`src/rtl/small_divider.sv`:
```
// small_divider
//   Iterative restoring divider: 19-bit signed dividend / 8-bit signed divisor
//   giving an 11-bit signed quotient (saturated) and an 8-bit signed remainder.
//   Operates on magnitudes, one quotient bit per clock, and applies signs at the end.
//   Results truncate toward zero, and the remainder takes the sign of the dividend.
//
// Ports
//   clk          system clock, rising edge
//   rst          synchronous active-high reset
//   in_valid     operands valid            in_ready    idle, operands accepted
//   dividend     signed [18:0]             divisor     signed [7:0]
//   out_valid    result valid (held)       out_ready   consumer takes result
//   quotient     signed [10:0]             remainder   signed [7:0]
//   overflow     quotient saturated        div_by_zero divisor was zero
//
// Optional build macro
//   SMALL_DIVIDER_ROUND_EN  round quotient to nearest (ties away from zero)
module small_divider (
  input  logic               clk,
  input  logic               rst,
  input  logic               in_valid,
  output logic               in_ready,
  input  logic signed [18:0] dividend,
  input  logic signed [7:0]  divisor,
  output logic               out_valid,
  input  logic               out_ready,
  output logic signed [10:0] quotient,
  output logic signed [7:0]  remainder,
  output logic               overflow,
  output logic               div_by_zero
);

  typedef enum logic [1:0] {IDLE, DIVIDE, FIXUP, DONE} state_t;

  state_t             r_state;
  logic [4:0]         r_cnt;
  logic               r_in_ready;
  logic               r_out_valid;
  logic signed [10:0] r_quo;
  logic signed [7:0]  r_rem;
  logic               r_ovf;
  logic               r_dbz;

  // r_shift starts as |dividend| and ends as |quotient|: dividend bits leave
  // at the MSB while quotient bits enter at the LSB.
  logic [18:0]        r_shift;
  logic [7:0]         r_prem;
  logic [7:0]         r_dsr_mag;
  logic               r_dvd_neg;
  logic               r_dsr_neg;

  logic               w_accept;
  logic [8:0]         w_trial;
  logic               w_ge;
  logic [7:0]         w_diff;
  logic [18:0]        w_qmag;
  logic [7:0]         w_rmag;
  logic               w_rneg;
  logic [11:0]        w_sat;

  // Two's-complement magnitudes. The unsigned result is exact even for the most
  // negative input: -262144 -> 0x40000 and -128 -> 0x80.
  function automatic logic [18:0] mag19(input logic [18:0] v);
    return v[18] ? (~v + 19'd1) : v;
  endfunction

  function automatic logic [7:0] mag8(input logic [7:0] v);
    return v[7] ? (~v + 8'd1) : v;
  endfunction

  // Returns {overflow, signed quotient}. A zero magnitude yields zero for either sign.
  function automatic logic [11:0] sat_quo(input logic [18:0] mag, input logic neg);
    logic [10:0] lo;
    lo = mag[10:0];
    if (neg) begin
      if (mag > 19'd1024) return {1'b1, 11'h400};
      else                return {1'b0, ~lo + 11'd1};
    end else begin
      if (mag > 19'd1023) return {1'b1, 11'h3FF};
      else                return {1'b0, lo};
    end
  endfunction

  function automatic logic [7:0] apply_sign8(input logic [7:0] mag, input logic neg);
    return neg ? (~mag + 8'd1) : mag;
  endfunction

  assign w_accept = in_valid & r_in_ready;

  // The partial remainder stays below |divisor| <= 128, so the difference fits in 8 bits.
  assign w_trial = {r_prem, r_shift[18]};
  assign w_ge    = w_trial >= {1'b0, r_dsr_mag};
  assign w_diff  = w_trial[7:0] - r_dsr_mag;

  always_comb begin
    w_qmag = r_shift;
    w_rmag = r_prem;
    w_rneg = r_dvd_neg;
`ifdef SMALL_DIVIDER_ROUND_EN
    // Rounding up the magnitude moves the remainder to the opposite side:
    // r' = r - sign*|d|, so its magnitude becomes |d| - |r| and its sign flips.
    if ({r_prem, 1'b0} >= {1'b0, r_dsr_mag}) begin
      w_qmag = r_shift + 19'd1;
      w_rmag = r_dsr_mag - r_prem;
      w_rneg = ~r_dvd_neg;
    end
`endif
  end

  assign w_sat = sat_quo(w_qmag, r_dvd_neg ^ r_dsr_neg);

  // Datapath: operand capture on accept, one restoring step per DIVIDE cycle
  always_ff @(posedge clk) begin
    if (w_accept) begin
      r_shift   <= mag19(dividend);
      r_dsr_mag <= mag8(divisor);
      r_dvd_neg <= dividend[18];
      r_dsr_neg <= divisor[7];
      r_prem    <= 8'd0;
    end else if (r_state == DIVIDE) begin
      r_prem  <= w_ge ? w_diff : w_trial[7:0];
      r_shift <= {r_shift[17:0], w_ge};
    end
  end

  // Control FSM with registered outputs
  always_ff @(posedge clk) begin
    if (rst) begin
      r_state     <= IDLE;
      r_cnt       <= 5'd0;
      r_in_ready  <= 1'b1;
      r_out_valid <= 1'b0;
      r_quo       <= '0;
      r_rem       <= '0;
      r_ovf       <= 1'b0;
      r_dbz       <= 1'b0;
    end else begin
      case (r_state)
        IDLE: begin
          if (w_accept) begin
            r_in_ready <= 1'b0;
            r_ovf      <= 1'b0;
            r_dbz      <= 1'b0;
            r_cnt      <= 5'd0;
            if (divisor == 8'sd0) begin
              r_quo       <= dividend[18] ? 11'sh400 : 11'sh3FF;
              r_rem       <= '0;
              r_dbz       <= 1'b1;
              r_out_valid <= 1'b1;
              r_state     <= DONE;
            end else begin
              r_state <= DIVIDE;
            end
          end
        end
        DIVIDE: begin
          r_cnt <= r_cnt + 5'd1;
          if (r_cnt == 5'd18) r_state <= FIXUP;
        end
        FIXUP: begin
          r_quo       <= w_sat[10:0];
          r_ovf       <= w_sat[11];
          r_rem       <= apply_sign8(w_rmag, w_rneg);
          r_out_valid <= 1'b1;
          r_state     <= DONE;
        end
        DONE: begin
          if (out_ready) begin
            r_out_valid <= 1'b0;
            r_in_ready  <= 1'b1;
            r_state     <= IDLE;
          end
        end
        default: r_state <= IDLE;
      endcase
    end
  end

  assign in_ready    = r_in_ready;
  assign out_valid   = r_out_valid;
  assign quotient    = r_quo;
  assign remainder   = r_rem;
  assign overflow    = r_ovf;
  assign div_by_zero = r_dbz;

endmodule

```
`config.mk`:
```
export PLATFORM = sky130hd
export DESIGN_NAME = small_divider
export DESIGN_NICKNAME = d
export VERILOG_FILES = /design/src/rtl/small_divider.sv
export SDC_FILE = /design/constraint.sdc
export NUM_CORES = 1
export LEC_CHECK = 0
export CORE_MARGIN = 10
export CORE_UTILIZATION = 25
export CTS_CLUSTER_DIAMETER = 40
export CTS_CLUSTER_SIZE = 10
export DETAILED_ROUTE_END_ITERATION = 16
export PLACE_DENSITY = 0.54
export SLEW_MARGIN = 0
export SYNTH_ARGS = -nofsm -noshare
export SYNTH_HDL_FRONTEND = slang
export SYNTH_SLANG_ARGS = --single-unit
```
`constraint.sdc`:
```
create_clock -name clk -period 2.34 [get_ports clk]
set_input_delay 0.702 -clock clk [delete_from_list [all_inputs] [get_ports clk]]
set_output_delay 0.702 -clock clk [all_outputs]
set_load 0.01 [all_outputs]
```
==> results of run 1 <==
==> cell usage in the layout (no fill, tap or decap), drive strengths merged, types with 5 or more instances in the layout <==
master,instances
edfxtp,29
o311ai,5
nand2b,8
clkbuf,14
nand4,7
nor2,29
a21o,8
xor2,18
buf,78
inv,29
clkdlybuf4s50,51
dfxtp,38
o31ai,10
xnor2,14
ha,20
o21ai,51
nand3,22
nor4,6
nor2b,6
nand2,64
a21oi,34
nor3,11
a31oi,6
or3,5
a211oi,6
o22ai,6
==> stage by stage <==
step / TNS (ns) / area (sq um) / setup WS, ns / hold WS, ns / cells
after CTS: 0 / 5930 / 0.0172 / 0.462 / 856
after floorplan: 0 / 4290 / 0.0492 / 0.458 / 509
final: 0 / 6030 / 0.0776 / 0.457 / 856
after global routing: 0 / 6030 / 0.000320 / 0.488 / 856
after global placement: -8.51 / 5640 / -0.321 / 0.451 / 840
after detailed placement: -9.42 / 5640 / -0.423 / 0.453 / 840
==> cells by family after synthesis <==
kind of cell               count (synthesis)  synth area share (%)
buffers and inverters                     50                  4.43
DFF                                       67                  38.0
AOI/OAI and AO/OA                        153                  22.4
adders and majority gates                 21                  6.30
xor gates and xnor gates                  32                  6.53
muxes                                      2                 0.467
and+or+nand+nor                          184                  21.9
==> state kept, by name (all words and copies together) (netlist names) <==
name	flops
quotient	11
r_dsr_mag	8
r_prem	8
out_valid	1
r_dsr_neg	1
overflow	1
r_state	2
remainder	8
in_ready	1
r_cnt	5
div_by_zero	1
r_shift	19
r_dvd_neg	1
==> layout make-up <==
class	instances	area (sq um)
Timing Repair Buffer	131	1160
Clock inverter	2	10.0
Clock buffer	14	275
Tap cell	220	275
Sequential cell	67	1630
Fill cell	1741	10700
Multi-Input combinational cell	392	2570
Inverter	30	113
==> worst reg2reg max path, delay by kind of cell, from the launching register on <==
kind	cells	cell delay, ns
AOI/OAI and AO/OA	3	0.78
adders and majority gates	1	0.19
buffers and inverters	1	0.09
DFF	1	0.38
and+or+nand+nor	2	0.69
==> repair_timing <==
action,CTS,global route
gates resized for setup,3,25
buffers inserted,0,0
pin swaps,0,4
hold buffers,0,0
setup endpoints to repair,5,17
==> metal layers <==
layer / share of wire (%) / routed length (um) / track usage (%) / vias to the layer above
met5: 0 / 0 / 0 / -
met4: 1.7 / 204 / 4.14 / 0
met3: 6.6 / 804 / 3.85 / 14
met2: 42 / 5100 / 16.3 / 81
met1: 50 / 6100 / 14.5 / 1911
li1: - / - / - / 2111
==> synth_stat cells (3+ instances only) <==
library cell	instances	area [sq um]
o211ai_1	4	30.0
a41oi_1	3	26.3
nand2b_1	7	43.8
nor2_1	29	109
a21o_1	8	60.1
dfxtp_1	38	761
a211oi_1	6	45.0
clkbuf_1	18	67.6
nor3b_1	4	30.0
nand2_1	63	236
o311ai_0	5	43.8
ha_1	20	250
a31oi_1	6	37.5
o21ai_0	51	255
or4_1	3	22.5
o22ai_1	6	37.5
nand3_1	22	110
o31ai_1	10	75.1
nor4_1	5	31.3
nand4_1	7	43.8
xnor2_1	14	123
a21oi_1	34	170
xor2_1	18	158
and3_1	3	18.8
edfxtp_1	29	871
or3_1	5	31.3
nor2b_1	6	37.5
nor3_1	10	50.1
or2_2	3	18.8
inv_1	29	109
o41ai_1	3	26.3
==> worst paths after layout <==
kind | startpoint | endpoint | slack, ns | depth (start not counted)
setup / recovery | divisor[0] | quotient[1]$_SDFFE_PP0P_ | 0.08 | 11
hold / removal | remainder[0]$_SDFFE_PP0P_ | remainder[0]$_SDFFE_PP0P_ | 0.46 | 2
setup reg to reg | r_shift[0]$_DFFE_PP_ | quotient[3]$_SDFFE_PP0P_ | 0.13 | 7
hold reg to reg | remainder[0]$_SDFFE_PP0P_ | remainder[0]$_SDFFE_PP0P_ | 0.46 | 2
==> power breakdown <==
group | internal [mW] | total, mW | switching, mW
Clock | 0.807 | 1.30 | 0.492
Sequential | 1.61 | 1.88 | 0.261
Combinational | 1.30 | 2.91 | 1.61
==> impl_metrics.json, run 1 <==
{
  "status": "complete, no violations",
  "firstDrtPassIters": 4,
  "cp_data_required_time_ns": 2.57,
  "synth.avg_cell_area_sq_um": 8.43,
  "critPathBufInv": 5,
  "crit_path_end_kind": "register",
  "cts_root_buf": "clkbuf_16",
  "cp_max_fo": 8,
  "crit_chain": "clkdlybuf4s50_1 -> inv_1 -> ha_1 -> nor2b_1 -> buf_4 -> nand4_1 -> buf_4 -> nand2_1 -> buf_4 -> and2_1 -> a32o_1",
  "core-area_sq_um": 16700,
  "power_leakage_nw": 2.31,
  "synth-async-reset-ratio_pct": 0,
  "cts_buffers": 9,
  "grt_pass1_wl_um": 20100,
  "cp-start-kind": "input port",
  "worstSkewPairLatency_ns": 0.34,
  "syn-instance-count": 509,
  "clk_path_buf_depth": 2,
  "cp.arrival_ns": 2.49,
  "worst_path_dominant_cell_family": "buffers and inverters",
  "gr-usage-all-layers_pct": 11.0,
  "insertedDiodeCount": 0,
  "htreeDepth": 3,
  "die_w_um": 151,
  "finClkSkew_ns": 0.00786,
  "yosysSeqAreaShare_pct": 38.0,
  "clock-sinks": 67,
  "post_drt_wl_per_cell_um": 14.3,
  "cts_tree": "done",
  "clk_pin_slew_ns": 0.05,
  "holdCritPathClass": "register to register",
  "synth_warnings": 0,
  "drt_wl_total_um": 12200,
  "grt_max_degree": 34,
  "final_hold_viol_count": 0,
  "antenna_found_initial": 0,
  "drt.antenna.violating_nets": 0,
  "grt_pass1_vias": 4039,
  "dr_total_vias": 4117,
  "powerDensity_nw_per_um2": 1010,
  "vdd_drop_max_uv": 423,
  "row_count": 47,
  "netlist_area_sq_um": 4290,
  "port_buffers": 53,
  "drive_above_1_share_pct": 19.5,
  "period_minus_slack_ns": 2.26,
  "setup_viol": 0,
  "nNetsFinal": 683,
  "period_share_pct": 96.7,
  "initialDrtViolationCount": 362,
  "synth_cell_types": 61,
  "tightest_slew_ns": 0.594,
  "vias_per_cell": 4.81,
  "drc_errors": 0,
  "syn-num-nets": 561,
  "gp_congestion": 0.824,
  "io_pins": 54,
  "fmax_mhz": 442,
  "grt_overflow": 0,
  "dieArea_sq_um": 22800,
  "maxCapViolCount": 0,
  "start_util_pct": 25.7,
  "rsz0062_at_grt": "no",
  "slowest_stage": "clkdlybuf4s50_1",
  "cpPeakStageDelay_ns": 0.47,
  "relSlewSlack_pct": 60.4,
  "critPathMostFrequentCell": "buf_4",
  "worstSetupPathType": "input port to register",
  "ys.flop_type": "dfxtp_1",
  "synth_edf_count": 29,
  "area_growth_syn_to_layout_pct": 40.6,
  "dp_hpwl_um": 9640,
  "fin_util_pct": 36.1,
  "fin_total_pwr_mw": 6.08,
  "die_y_um": 151,
  "drv_slew": 0,
  "ys_ff_latch": 67
}
No activity file was read; power rests on OpenSTA's default activity.
==> run 2: changes to the inputs <==
--- a/config.mk
+++ b/config.mk
@@ -5,11 +5,13 @@
 export SDC_FILE = /design/constraint.sdc
 export NUM_CORES = 1
 export LEC_CHECK = 0
+export ABC_CLOCK_PERIOD_IN_PS = 2340
 export CORE_MARGIN = 10
 export CORE_UTILIZATION = 25
 export CTS_CLUSTER_DIAMETER = 40
-export CTS_CLUSTER_SIZE = 10
+export CTS_CLUSTER_SIZE = 16
 export DETAILED_ROUTE_END_ITERATION = 16
+export GPL_ROUTABILITY_DRIVEN = 1
 export PLACE_DENSITY = 0.54
 export SLEW_MARGIN = 0
 export SYNTH_ARGS = -nofsm -noshare
==> results of run 2 <==
Same layout as run 1: the final DEF is identical, and so are final timing and power.
==> run 3: changes to the inputs <==
--- a/config.mk
+++ b/config.mk
@@ -12,6 +12,7 @@
 export CTS_CLUSTER_SIZE = 16
 export DETAILED_ROUTE_END_ITERATION = 16
 export GPL_ROUTABILITY_DRIVEN = 1
+export GPL_TIMING_DRIVEN = 0
 export PLACE_DENSITY = 0.54
 export SLEW_MARGIN = 0
 export SYNTH_ARGS = -nofsm -noshare
==> run 3 against run 2 <==
  * Worst setup slack got worse by 0.032 ns
  * Critical endpoint is now quotient[4]$_SDFFE_PP0P_
  * Power down 2.2%
  * Count of clock-buffer cells in the layout rose by 1
==> impl_metrics.json, run 3 (synthesis gave the netlist of run 1 again) <==
{
  "die_y_um": 151,
  "holdCritStartpoint": "remainder[1]$_SDFFE_PP0P_",
  "drt.antenna.violating_nets": 0,
  "powerDensity_nw_per_um2": 1030,
  "cp.arrival_ns": 2.50,
  "area_growth_syn_to_layout_pct": 34.3,
  "final_cells": 812,
  "fmax_mhz": 436,
  "antenna_found_initial": 0,
  "dieArea_sq_um": 22800,
  "port_buffers": 53,
  "insertedDiodeCount": 0,
  "setup_viol": 0,
  "p_comb_share_pct": 43.7,
  "cts_tree": "done",
  "firstDrtPassIters": 5,
  "placed_cells": 782,
  "relSlewSlack_pct": 41.3,
  "top_register": "r_shift",
  "tightest_slew_ns": 0.874,
  "clkPwrFrac_pct": 22.9,
  "status": "complete, no violations",
  "worstSetupPathType": "input port to register",
  "reg2reg_depth": 7,
  "cp_max_fo": 10,
  "initialDrtViolationCount": 329,
  "final_hold_viol_count": 0,
  "worstSkewPairLatency_ns": 0.34,
  "r2r_setup_slack_ns": 0.05,
  "vias_per_cell": 5.01,
  "hold-path-cell-count": 2,
  "drv_slew": 0,
  "io_pins": 54,
  "dp_hpwl_um": 9590,
  "clock-sinks": 67,
  "finClkSkew_ns": 0.00757,
  "power_frac_seq_pct": 33.4,
  "htreeDepth": 3,
  "cts_root_buf": "clkbuf_16",
  "cts_buffers": 9,
  "grt_max_degree": 21,
  "grt_overflow": 0,
  "cp-start-kind": "input port",
  "internal_power_mw": 3.57,
  "drc_errors": 0,
  "start_util_pct": 25.7,
  "largest_reg_flops": 19,
  "fin_area_sq_um": 5760,
  "grt_pass1_wl_um": 20400,
  "crit_path_end_kind": "register",
  "final_cell_mix": "nand2_1, o21ai_0, clkdlybuf4s50_1",
  "nNetsFinal": 639,
  "row_count": 47,
  "hold_end": "remainder[1]$_SDFFE_PP0P_",
  "placed_cell_area_sq_um": 5100,
  "gp_congestion": 0.861,
  "die_w_um": 151,
  "core-area_sq_um": 16700,
  "clk_path_buf_depth": 2,
  "grt_pass1_vias": 3983,
  "rsz0062_at_grt": "yes",
  "hold_slack_ns": 0.457,
  "maxCapViolCount": 0,
  "power_leakage_nw": 2.11,
  "holdCritPathClass": "register to register",
  "power_switching_mw": 2.38,
  "gr-usage-all-layers_pct": 11.2,
  "drt_wl_total_um": 12700,
  "r2r-end": "quotient[3]$_SDFFE_PP0P_",
  "cp_data_required_time_ns": 2.54,
  "drive_above_1_share_pct": 14.2,
  "vdd_drop_max_uv": 437,
  "fin_total_pwr_mw": 5.95,
  "period_minus_slack_ns": 2.29,
  "dr_total_vias": 4072,
  "r2r_start": "r_shift[1]$_DFFE_PP_",
  "period_share_pct": 98.1,
  "clk_pin_slew_ns": 0.05,
  "layout_commonest_cell": "nand2_1",
  "swShare_pct": 40.0,
  "post_drt_wl_per_cell_um": 15.7
}
==> run 3: changes by cell type in the layout (fill, tap and decap cells not counted), sizes merged <==
cell / previous run / this run
buf: 78 / 20
clkdlybuf4s50: 51 / 44
clkbuf: 14 / 29
dlygate4sd2: 0 / 2
dlymetal6s2s: 2 / 7
clkinv: 3 / 1
inv: 29 / 30
==> run 3: what timing repair did <==
item / 4_1_cts / 5_1_grt
buffers inserted: 5 / 10
endpoints found under the hold margin: 0 / 0
endpoints found under the setup margin: 35 / 48
pin swaps: 6 / 17
gates resized for setup: 33 / 38
hold buffers: 0 / 0
==> run 3: layout make-up <==
cell class | instances | area [sq um]
fill | 1736 | 10900
multi-input combinational | 392 | 2680
sequential | 67 | 1630
timing repair buffer | 68 | 662
clock buffer | 15 | 299
tap | 220 | 275
inverter | 30 | 120
buffer | 19 | 85.1
clock inverter | 1 | 5.00
==> run 3: routing by layer <==
metal | wire length (um) | GRT usage [%]
met1 | 6020 | 14.8
met2 | 5620 | 16.9
met3 | 828 | 3.01
met4 | 248 | 4.52
met5 | 0 | 0
==> run 3: worst max-delay path, stage by stage <==
cell	delay, ns
clkdlybuf4s50_1	0.44
inv_2	0.10
ha_4	0.14
nor2b_4	0.22
nand4_1	0.23
and2_4	0.25
clkbuf_4	0.19
a21oi_2	0.15
a21oi_1	0.07
==> run 3: worst max path at each step <==
stage                         startpoint                  endpoint
CTS                           divisor[0]  quotient[9]$_SDFFE_PP0P_
global placement                in_valid  quotient[8]$_SDFFE_PP0P_
floorplan                       in_valid  quotient[8]$_SDFFE_PP0P_
finish                        divisor[1]  quotient[4]$_SDFFE_PP0P_
global route        r_shift[1]$_DFFE_PP_  quotient[3]$_SDFFE_PP0P_
detailed placement              in_valid  quotient[8]$_SDFFE_PP0P_
==> run 3: through the flow <==
| stage | TNS, ns | setup WS (ns) | util [%] |
|---|---|---|---|
| after floorplan | 0 | 0.0492 | - |
| final | 0 | 0.0451 | 34.5 |
| after CTS | -0.00958 | -0.00958 | 33.2 |
| after detailed placement | -36.18 | -1.08 | 30.5 |
| after global routing | -0.272 | -0.0676 | 34.5 |
| after global placement | -35.24 | -1.07 | 30.5 |
==> run 3: power by group through the flow <==
stage                     registers (mW)  logic [mW]  clock network, mW
after floorplan                     1.89        1.73                  0
after global placement              1.99        2.33                  0
after detailed placement            2.01        2.37                  0
after CTS                           1.97        2.45               1.39
after global routing                2.03        2.92               1.45
final                               1.99        2.60               1.36
